**src/rtl/systolic_pkg.sv**
```systemverilog
// Shared constants and types for the systolic array front-end.
// The ifmap_skew_feeder optional perf counter is enabled by IFMAP_SKEW_PERF_EN.
package systolic_pkg;

  localparam int DEFAULT_ARRAY_HEIGHT = 4;
  localparam int DEFAULT_IFMAP_WIDTH  = 4;

  typedef enum logic [1:0] {
    IDLE   = 2'd0,
    STREAM = 2'd1,
    DRAIN  = 2'd2
  } feeder_state_t;

  // Drain counter must hold ARRAY_HEIGHT-1; never narrower than one bit.
  function automatic int drain_cnt_width(input int height);
    return (height > 1) ? $clog2(height) : 1;
  endfunction

endpackage

```
**src/rtl/skew_delay_line.sv**
```systemverilog
// Per-row shift register with a common advance enable; output is the last stage.
module skew_delay_line #(
  parameter int DEPTH = 1,
  parameter int WIDTH = 4
) (
  input  logic             clk,
  input  logic             rst_n,
  input  logic             advance,
  input  logic [WIDTH-1:0] din,
  output logic [WIDTH-1:0] dout
);

  logic [WIDTH-1:0] stage_reg [DEPTH];

  always_ff @(posedge clk or negedge rst_n) begin
    if (!rst_n) begin
      stage_reg[0] <= '0;
    end else if (advance) begin
      stage_reg[0] <= din;
    end
  end

  for (genvar gi = 1; gi < DEPTH; gi++) begin : g_stage
    always_ff @(posedge clk or negedge rst_n) begin
      if (!rst_n) begin
        stage_reg[gi] <= '0;
      end else if (advance) begin
        stage_reg[gi] <= stage_reg[gi-1];
      end
    end
  end

  assign dout = stage_reg[DEPTH-1];

endmodule

```
**src/rtl/ifmap_skew_feeder.sv**
```systemverilog
// Diagonal skew of ifmap column vectors into the systolic array, with zero-padded drain.
// Define IFMAP_SKEW_PERF_EN to add the bubble_count performance port.
module ifmap_skew_feeder
  import systolic_pkg::*;
#(
  parameter int ARRAY_HEIGHT = DEFAULT_ARRAY_HEIGHT,
  parameter int IFMAP_WIDTH  = DEFAULT_IFMAP_WIDTH
) (
  input  logic                              clk,
  input  logic                              rst_n,
  input  logic                              ifmap_valid,
  output logic                              ifmap_ready,
  input  logic [ARRAY_HEIGHT*IFMAP_WIDTH-1:0] ifmap_data,
  input  logic                              ifmap_last,
  output logic [ARRAY_HEIGHT*IFMAP_WIDTH-1:0] array_ifmap,
  output logic                              array_enable,
`ifdef IFMAP_SKEW_PERF_EN
  output logic                              busy,
  output logic [31:0]                       bubble_count
`else
  output logic                              busy
`endif
);

  localparam int CNT_W = drain_cnt_width(ARRAY_HEIGHT);
  localparam logic [CNT_W-1:0] DRAIN_LOAD = CNT_W'(ARRAY_HEIGHT - 1);

  feeder_state_t    state_reg;
  logic [CNT_W-1:0] drain_cnt_reg;
  logic             enable_reg;
  logic             draining;
  logic             handshake;
  logic             advance;

  assign draining     = (state_reg == DRAIN);
  assign ifmap_ready  = !draining;
  assign handshake    = ifmap_valid && ifmap_ready;
  assign advance      = handshake || draining;
  assign busy         = (state_reg != IDLE);
  assign array_enable = enable_reg;

  // Drain advances push zeros so the tail of the last vector walks out cleanly.
  for (genvar gi = 0; gi < ARRAY_HEIGHT; gi++) begin : g_row
    logic [IFMAP_WIDTH-1:0] lane_in;
    assign lane_in = draining ? '0 : ifmap_data[gi*IFMAP_WIDTH +: IFMAP_WIDTH];

    skew_delay_line #(
      .DEPTH (gi + 1),
      .WIDTH (IFMAP_WIDTH)
    ) u_row (
      .clk     (clk),
      .rst_n   (rst_n),
      .advance (advance),
      .din     (lane_in),
      .dout    (array_ifmap[gi*IFMAP_WIDTH +: IFMAP_WIDTH])
    );
  end

  always_ff @(posedge clk or negedge rst_n) begin
    if (!rst_n) begin
      state_reg     <= IDLE;
      drain_cnt_reg <= '0;
      enable_reg    <= 1'b0;
    end else begin
      enable_reg <= advance;
      case (state_reg)
        IDLE, STREAM: begin
          if (handshake) begin
            if (!ifmap_last) begin
              state_reg <= STREAM;
            end else if (ARRAY_HEIGHT > 1) begin
              state_reg     <= DRAIN;
              drain_cnt_reg <= DRAIN_LOAD;
            end else begin
              state_reg <= IDLE;
            end
          end
        end
        DRAIN: begin
          if (drain_cnt_reg <= CNT_W'(1)) begin
            drain_cnt_reg <= '0;
            state_reg     <= IDLE;
          end else begin
            drain_cnt_reg <= drain_cnt_reg - CNT_W'(1);
          end
        end
        default: state_reg <= IDLE;
      endcase
    end
  end

`ifdef IFMAP_SKEW_PERF_EN
  logic [31:0] bubble_cnt_reg;

  always_ff @(posedge clk or negedge rst_n) begin
    if (!rst_n) begin
      bubble_cnt_reg <= '0;
    end else if ((state_reg == STREAM) && !ifmap_valid && (bubble_cnt_reg != '1)) begin
      bubble_cnt_reg <= bubble_cnt_reg + 32'd1;
    end
  end

  assign bubble_count = bubble_cnt_reg;
`endif

endmodule
```
**config.mk**
```make
export PLATFORM = sky130hd
export DESIGN_NAME = ifmap_skew_feeder
export DESIGN_NICKNAME = d
export VERILOG_FILES = /design/src/rtl/systolic_pkg.sv /design/src/rtl/skew_delay_line.sv /design/src/rtl/ifmap_skew_feeder.sv
export SDC_FILE = /design/constraint.sdc
export NUM_CORES = 1
export LEC_CHECK = 0
export CORE_ASPECT_RATIO = 0.9
export CORE_MARGIN = 2
export CORE_UTILIZATION = 32
export CTS_CLUSTER_SIZE = 8
export DETAILED_ROUTE_END_ITERATION = 16
export PLACE_DENSITY = 0.64
export SLEW_MARGIN = 20
export SYNTH_ARGS = -nofsm -noshare
export SYNTH_HDL_FRONTEND = slang
export SYNTH_SLANG_ARGS = --single-unit
```
**constraint.sdc**
```tcl
create_clock -name clk -period 2.05 [get_ports clk]
set_clock_uncertainty 0.15 [all_clocks]
set_input_delay 0.41 -clock clk [delete_from_list [all_inputs] [get_ports clk]]
set_output_delay 0.41 -clock clk [all_outputs]
set_load 0.02 [all_outputs]
```
==> reports/metrics.yaml <==
ys_seq_area_frac: 0.583
dieArea_sq_um: 6680
largest_reg_flops: 24
htreeDepth: 2
relSlewSlack: 0.768
hold_class: "reg -> reg"
path_buf_inv: 1
avgSynthCellArea_sq_um: 14.0
cts_root_buffer: "clkbuf_8"
setup_tns_ns: 0
status: "finished, violations left"
layout-drive-gt1-share: 0.234
area_delta_synth_final_pct: 26.3
port_buffers: 38
drv_slew: 0
coreArea_sq_um: 5760
cp_top_family: "flip-flops"
layout_min_cycle_time_ns: 1.94
rsz0062_at_grt: "false"
yosysWarningCount: 0
cts_buffers: 5
drt_pre_antenna_iters: 12
drt_iter0_markers: 37
dieHeight_microns: 77.7
yosys-top-cells-area: "dfrtp_1, mux2_4, mux2i_1, buf_4, nor2_1"
dp_hpwl_mm: 2.18
drtAntennaViolNets: 0
avgViaCountPerCell: 4.46
slowest_stage: "dfrtp_1"
clockBufferDepth: 2
initial_core_util: 0.336
fin_crit_sh: 0.946
synth_top_family_by_area: "multiplexers"
slowest_delay_ns: 0.45
wire_per_inst_microns: 13.7
antenna_cells: 0
worstPathRequired_ns: 1.49
violations: "design-rule violations"
gr-usage-all-layers: 0.107
synthAdderAreaFrac: 0
synth_top_area_cell: "dfrtp_1"
synth_nets: 158
grt_pass1_wl_mm: 5.48
path_cells: "or2_2 > dlygate4sd2_1"
start_kind: "flip-flop"
overflow: 0
clk_pin_slew_ns: 0.08
routed_wl_mm: 3.29
worst_slew_pin_slew_ns: 0.348
synthMuxAreaShare: 0.265
yosysTopAreaCellShare: 0.583
grt.busiest_layer: "met2"
die_x_microns: 85.9
vias: 1075
antenna_found_initial: 0
power.density_nw_per_um2: 1440
synth.distinct_cells: 18
grt_use_met3: 0.0277
synth_xor_area_frac: 0
finalSetupViolCount: 0
remaining_drc_errors: 3
cellLeakagePower_uw: 0.00115
peakVddDrop_mv: 0.490
crit_arrival_ns: 1.38
syn_area_sq_um: 1930
globalplace.congestion: 0.648
cap_violations: 0
hold_viol_final: 0
grt_max_degree: 46
clkLatencyLatePin_ns: 0.29
synth-seq-cells: 45
synth_compound_area_frac: 0.0168
met1_usage: 0.140
num_io_pins: 39
cp-end-kind: "output pin"
grt_use_met2: 0.165
max_freq_ghz: 0.516
postSynthCellCount: 138
power_uw: 3520
path_class: "reg -> out"
grt_pass1_vias: 1132
cts_tree: "yes"
cp_max_fo: 5
cts.sink_count: 45
synthSimpleGateAreaFrac: 0.0589
rows: 26
fin_nets: 190
==> cell usage in the layout (no fill, tap or decap), drive strengths merged, types with 2 or more instances in the layout <==
| master | Yosys | routed |
|---|---|---|
| clkbuf | 1 | 6 |
| inv | 3 | 3 |
| o21ai | 3 | 3 |
| mux2 | 24 | 24 |
| clkdlybuf4s50 | 0 | 35 |
| nand2 | 3 | 3 |
| dfrtp | 45 | 45 |
| buf | 18 | 6 |
| nor2 | 18 | 18 |
| dlygate4sd2 | 0 | 2 |
| mux2i | 17 | 17 |
| a21oi | 2 | 2 |
==> routing by layer <==
layer	part of all wire	vias up
li1	-	512
met1	0.47	534
met2	0.47	25
met3	0.041	4
met4	0.015	0
met5	0	-
==> through the flow <==
| step | area (sq um) | hold slack (ns) | utilization | std cells | setup WS [ns] |
|---|---|---|---|---|---|
| floorplan | 1930 | -0.0356 | - | 138 | 0.440 |
| global placement | 2320 | 0.259 | 0.403 | 232 | 0.154 |
| detailed placement | 2320 | 0.259 | 0.403 | 232 | 0.134 |
| CTS | 2440 | 0.355 | 0.424 | 241 | 0.102 |
| global route | 2440 | 0.368 | 0.424 | 241 | 0.0576 |
| finish | 2440 | 0.352 | 0.424 | 241 | 0.111 |
==> repair_timing <==
item                                    in CTS  in global routing
hold buffers                                 1                  0
endpoints found under the setup margin       2                  0
gates resized for setup                      2                  0
hold endpoints to repair                    45                  0
buffers inserted                             0                  0
==> power breakdown <==
group          switching, uW  leakage, uW  internal [uW]
clock                    302    0.0000554            366
sequential               221     0.000564           1260
combinational            572     0.000534            791
==> logic make-up after synthesis <==
group | Yosys count
flip-flops | 45
multiplexers | 41
AND/OR/NAND/NOR | 24
buffers and inverters | 22
AO/OA/AOI/OAI | 6
==> cell type report <==
| type | count | area (sq um) |
|---|---|---|
| Clock buffer | 6 | 72.6 |
| Clock inverter | 2 | 38.8 |
| Fill cell | 541 | 3320 |
| Inverter | 3 | 11.3 |
| Multi-Input combinational cell | 71 | 658 |
| Sequential cell | 45 | 1130 |
| Tap cell | 70 | 87.6 |
| Timing Repair Buffer | 44 | 445 |
==> final timing paths <==
kind,from,to,slack (ns),cells after the start
max,state_reg[0],busy,0.11,2
min,g_row[3].u_row.stage_reg[10],g_row[3].u_row.stage_reg[6],0.35,1
max reg2reg,state_reg[1],g_row[3].u_row.stage_reg[8],0.47,4
min reg2reg,g_row[3].u_row.stage_reg[10],g_row[3].u_row.stage_reg[6],0.35,1
max in group asynchronous,rst_n,g_row[1].u_row.stage_reg[4],1.07,3
min in group asynchronous,rst_n,g_row[1].u_row.dout[1],0.47,3
==> cell usage after synthesis (all sizes together) <==
library cell and n:
buf 18, clkbuf 1, inv 3, mux2 24, dfrtp 45, nand3b 1
nor2 18, nor2b 1, o21ai 3, nand2 3, o211ai 1, mux2i 17
a21oi 2, or2 1
No activity file was read; power rests on OpenSTA's default activity.
==> RTL edit 1 (same flow settings) <==
The package constant `DEFAULT_IFMAP_WIDTH` goes from 4 to 3.
--- a/src/rtl/systolic_pkg.sv
+++ b/src/rtl/systolic_pkg.sv
@@ -3,7 +3,7 @@
 package systolic_pkg;
 
   localparam int DEFAULT_ARRAY_HEIGHT = 4;
-  localparam int DEFAULT_IFMAP_WIDTH  = 4;
+  localparam int DEFAULT_IFMAP_WIDTH  = 3;
 
   typedef enum logic [1:0] {
     IDLE   = 2'd0,
Ports: changed (resized array_ifmap and ifmap_data); port bits go from 39 to 31. No check against the original RTL was run, so the function may have changed too.
==> RTL edit 1 against the unedited design <==
  * Sequential cell count shrank 10
  * Setup slack better by 17 ps
  * Highest routed layer unchanged
  * Wire length fell by 17%
  * Critical path depth unchanged
  * Critical path type unchanged
  * Final area decreased by 21%
  * Area after synthesis fell by 22%
  * Fmax grew 0.89%
  * Total power is 21% lower
==> RTL edit 1: results (changes against the unedited design) <==
Power and ir drop
  • Switching power of the nets: 885.8 uW (was 1095 uW)
  • Leak: 0.0009064 uW (was 0.001153 uW)
  • VDD IR-drop max: 0.4356 mV (was 0.4900 mV)

Finish
  • Fillers: 435 (was 541)
  • Share of layout cells above drive strength 1: 25.00% (was 23.39%)
  • # nets final: 155 (was 190)

Drt
  • Vias/cell: 4.228 (was 4.461)
  • Drt first-iter violations: 55 (was 37)
  • Total wire length: 2721 um (was 3291 um)
  • Routed len/inst: 13.47 um (was 13.66 um)
  • Drt first pass iters: 3 (was 12)

CTS
  • Htree depth: 2 (unchanged)

Status
  • Status: complete, no violations (was complete, but fails checks)

Logic synthesis
  • Commonest cells in the netlist: dfrtp_1, mux2i_1, nor2_1 (was dfrtp_1, mux2_4, mux2i_1, nor2_1, buf_4)
  • Synth area leaders: dfrtp_1, mux2_4, mux2i_1, mux2_2, buf_4 (was dfrtp_1, mux2_4, mux2i_1, buf_4, nor2_1)
  • Mapped Nets: 125 (was 158)
  • Sequential area share after synthesis: 58.00% (was 58.29%)
  • Post-synthesis area per instance: 13.86 um2 (was 14.00 um2)

Placement
  • Port buffer count: 30 (was 38)
  • Placed cell area: 1837 um2 (was 2321 um2)
  • Placed Cells: 194 (was 232)
  • Dpl hpwl: 2000 um (was 2183 um)
  • GP Congestion: 0.6592 (was 0.6481)

STA
  • Relative slew slack: 81.89% (was 76.82%)

Global route
  • First-pass GRT wire length: 4678 um (was 5478 um)
  • Largest net degree at the start of global routing: 21 (was 46)
  • GRT Total Usage: 11.62% (was 10.66%)

Worst setup path
  • Critical path arrival: 1360 ps (was 1380 ps)

Worst hold path
  • Min-delay worst type: in -> async (was reg -> reg)
-- RTL edit 1: changes by cell type in the layout (fill, tap and decap cells not counted), sizes merged --
cell,unedited run,this run
buf,6,7
bufinv,1,0
clkbuf,6,8
clkdlybuf4s50,35,28
clkinv,1,0
dfrtp,45,35
dlygate4sd3,1,0
mux2,24,18
mux2i,17,13
nor2,18,14
-- RTL edit 1: power by group through the flow --
stage	Sequential [uW]	Combinational [uW]	Clock, uW
after floorplan	1150	801	0
after global placement	1160	1070	0
after detailed placement	1180	1100	0
after CTS	1170	1080	560
after global routing	1210	1140	586
final	1170	1070	540
-- RTL edit 1: metrics by stage --
stage | hold WS [ps] | total power [uW] | util [%]
6_report | 326.8 | 2773 | 43.09
5_1_grt | 363.9 | 2941 | 43.09
4_1_cts | 328.9 | 2816 | 43.09
3_5_place_dp | 340.9 | 2283 | 40.91
3_3_place_gp | 332.8 | 2227 | 40.91
2_1_floorplan | -35.59 | 1954 | -
-- RTL edit 1: logic make-up after synthesis --
group / Yosys count / synth area share, %
AND/OR/NAND/NOR: 20 / 7.126
multiplexers: 31 / 24.27
buffers and inverters: 17 / 8.451
AO/OA/AOI/OAI: 6 / 2.154
flip-flops: 35 / 58.00
-- RTL edit 1: path summary, 6_finish.rpt --
path	from	to	slack, ps	cells past startpoint
worst max-delay path	state_reg[0]	busy	130	2
worst min-delay path	rst_n	g_row[3].u_row.dout[1]	330	2
worst max register to register	state_reg[1]	g_row[2].u_row.dout[1]	370	5
worst min register to register	g_row[3].u_row.stage_reg[7]	g_row[3].u_row.stage_reg[4]	350	1
max in group asynchronous	rst_n	g_row[2].u_row.stage_reg[6]	1180	2
min in group clk	g_row[3].u_row.stage_reg[7]	g_row[3].u_row.stage_reg[4]	350	1
-- RTL edit 1: area by class of cell --
type,instances,share of cell area (%)
well taps,62,4.010
flip-flops and latches,35,45.28
multi-input cells,57,26.20
repair buffers,37,18.76
inverters,3,0.5821
clock buffers,8,5.175
-- RTL edit 1: worst max-delay path, cell delays in order, from the launching register on --
cell	delay [ps]
dfrtp_1	450
or2_2	310
dlygate4sd2_1	320
-- RTL edit 1: metal layers --
metal | wire (um) | global-route usage [%] | vias to the layer above
met3 | 153 | 5.469 | 2
met1 | 1328 | 15.20 | 417
met2 | 1226 | 16.81 | 23
met4 | 13 | 4.242 | 0
li1 | - | - | 412
met5 | 0 | 0 | -
==> RTL edit 2 (same flow settings) <==
Without the edit above. Re-encode `feeder_state_t` (3 states) as one-hot, 3 bits wide.
--- a/src/rtl/systolic_pkg.sv
+++ b/src/rtl/systolic_pkg.sv
@@ -5,10 +5,10 @@
   localparam int DEFAULT_ARRAY_HEIGHT = 4;
   localparam int DEFAULT_IFMAP_WIDTH  = 4;
 
-  typedef enum logic [1:0] {
-    IDLE   = 2'd0,
-    STREAM = 2'd1,
-    DRAIN  = 2'd2
+  typedef enum logic [2:0] {
+    IDLE   = 3'b001,
+    STREAM = 3'b010,
+    DRAIN  = 3'b100
   } feeder_state_t;
 
   // Drain counter must hold ARRAY_HEIGHT-1; never narrower than one bit.
Behaviour: same outputs for any inputs over 10 cycles, from zero or initial values and one cycle with rst_n low; not proved beyond that.
==> RTL edit 2 against the unedited design <==
  * Wire length is 5.7% higher
  * Sequential cell count is 1 higher
  * Total power is 14% lower
  * Die area is 0.86% lower
  * Clock power is 3.9% lower
  * Final area is 0.15% higher
  * Hold slack hardly changed
  * Count of clock-buffer cells in the layout is 1 lower
  * Area after synthesis is 0.91% lower
  * First-iteration DRC count is 19% higher
  * Largest cell class unchanged
  * Largest power group unchanged
  * Critical path depth is 1 higher
  * Setup slack worse by 6.1 ps
  * Critical path type unchanged
  * Sequential power is 7% lower
==> RTL edit 2: results (changes against the unedited design) <==
Status
  • Status: complete, no violations (was complete, but fails checks)

Logic synthesis
  • Ys async rst share: 100.0% (unchanged)
  • Mapped Nets: 161 (was 158)
  • Sequential area share after synthesis: 60.20% (was 58.29%)
  • Commonest cells in the netlist: dfrtp_1, mux2_2, mux2i_1, nor2_1, buf_4 (was dfrtp_1, mux2_4, mux2i_1, nor2_1, buf_4)
  • Netlist cell types: 22 (was 18)
  • Synth area leaders: dfrtp_1, mux2_2, mux2i_1, buf_4, nor2_1 (was dfrtp_1, mux2_4, mux2i_1, buf_4, nor2_1)
  • Post-synthesis area per instance: 13.58 um2 (was 14.00 um2)

Worst setup path
  • Reg2reg path depth: 5 (was 4)
  • Top Family by Delay on Critical Path: flip-flops (unchanged)
  • CP max stage delay: 590 ps (was 450 ps)
  • Setup slack, reg-to-reg: 180 ps (was 470 ps)
  • Reg-to-Reg End: g_row[3].u_row.stage_reg[4] (was g_row[3].u_row.stage_reg[8])
  • Worst path slowest cell: dfstp_2 (was dfrtp_1)
  • Worst r2r src: state_reg[0] (was state_reg[1])

Global route
  • GRT Total Usage: 11.77% (was 10.66%)
  • Initial antenna violation count: 0 (unchanged)
  • Largest net degree at the start of global routing: 25 (was 46)
  • Vias in the first global route: 1,200 (was 1,132)
  • Met2 global-route usage: 18.75% (was 16.51%)
  • Met3 usage: 3.723% (was 2.766%)
  • M1 GR Usage: 14.64% (was 13.99%)
  • First-pass GRT wire length: 6023 um (was 5478 um)

Placement
  • Worst slack at placement: 128.3 ps (was 133.9 ps)
  • Placed Cells: 237 (was 232)
  • GP Congestion: 0.7880 (was 0.6481)
  • Dpl hpwl: 2579 um (was 2183 um)

Finish
  • Share of layout cells above drive strength 1: 24.86% (was 23.39%)
  • # nets final: 196 (was 190)

Drt
  • DR WL met3: 175 um (was 136 um)
  • Total wire length: 3479 um (was 3291 um)
  • Routed vias: 1,120 (was 1,075)
  • Drt first-iter violations: 44 (was 37)
  • Drt first pass iters: 4 (was 12)
  • Routed len/inst: 14.09 um (was 13.66 um)
  • Wl on met1: 1445 um (was 1554 um)
  • Met2 wire length: 1762 um (was 1549 um)

Worst hold path
  • Hold_sp: state_reg[2] (was g_row[3].u_row.stage_reg[10])
  • WHS Endpoint: state_reg[1] (was g_row[3].u_row.stage_reg[6])

Power and ir drop
  • VDD IR-drop max: 0.7053 mV (was 0.4900 mV)
  • Leak: 0.001085 uW (was 0.001153 uW)
  • Sw Share: 29.63% (was 31.14%)

STA
  • Worst-Margin Slew: 551.9 ps (was 347.7 ps)

CTS
  • Later-pin clock latency in the skew report: 290 ps (about the same)
-- RTL edit 2: logic make-up after synthesis --
logic type,share of synthesized area [%]
and+or+nand+nor,6.405
DFF,60.20
AOI/OAI and AO/OA,3.267
muxes,22.48
buffers and inverters,7.647
-- RTL edit 2: metrics by stage --
stage               hold slack, ps  util [%]  cell area, um2
finish                       351.9     42.68            2444
global route                 375.3     42.68            2444
CTS                          356.7     42.48            2432
detailed placement           283.6     40.45            2316
global placement             264.3     40.45            2316
floorplan                   -35.59         -            1914
-- RTL edit 2: power groups by stage --
| stage | Clock (uW) | Combinational, uW | Sequential [uW] |
|---|---|---|---|
| after CTS | 660 | 982 | 1390 |
| after global placement | 0 | 960 | 1380 |
| after global routing | 702 | 1070 | 1430 |
| final | 642 | 982 | 1390 |
| after detailed placement | 0 | 991 | 1410 |
| after floorplan | 0 | 689 | 1380 |
-- RTL edit 2: what timing repair did --
| action | in CTS | in global routing |
|---|---|---|
| endpoints found under the setup margin | 2 | 1 |
| endpoints found under the hold margin | 21 | 0 |
| hold buffers | 1 | 0 |
| resized for setup | 2 | 2 |
| buffers inserted | 0 | 1 |
-- RTL edit 2: cell type report --
cell class	count	area [um2]
inverters	4	15.01
clock buffers	5	68.82
fillers	564	3282
multi-input cells	73	618.1
repair buffers	46	461.7
flip-flops and latches	46	1152
well taps	70	87.58
clock inverters	3	40.04
-- RTL edit 2: worst max path at each step --
stage | depth (start not counted) | slack [ps] | endpoint | start
detailed placement | 4 | 130 | drain_cnt_reg[0] | ifmap_valid
finish | 3 | 110 | busy | state_reg[0]
CTS | 3 | 20 | busy | state_reg[0]
global route | 3 | 30 | busy | state_reg[0]
floorplan | 3 | 390 | ifmap_ready | state_reg[1]
global placement | 3 | 150 | busy | state_reg[0]
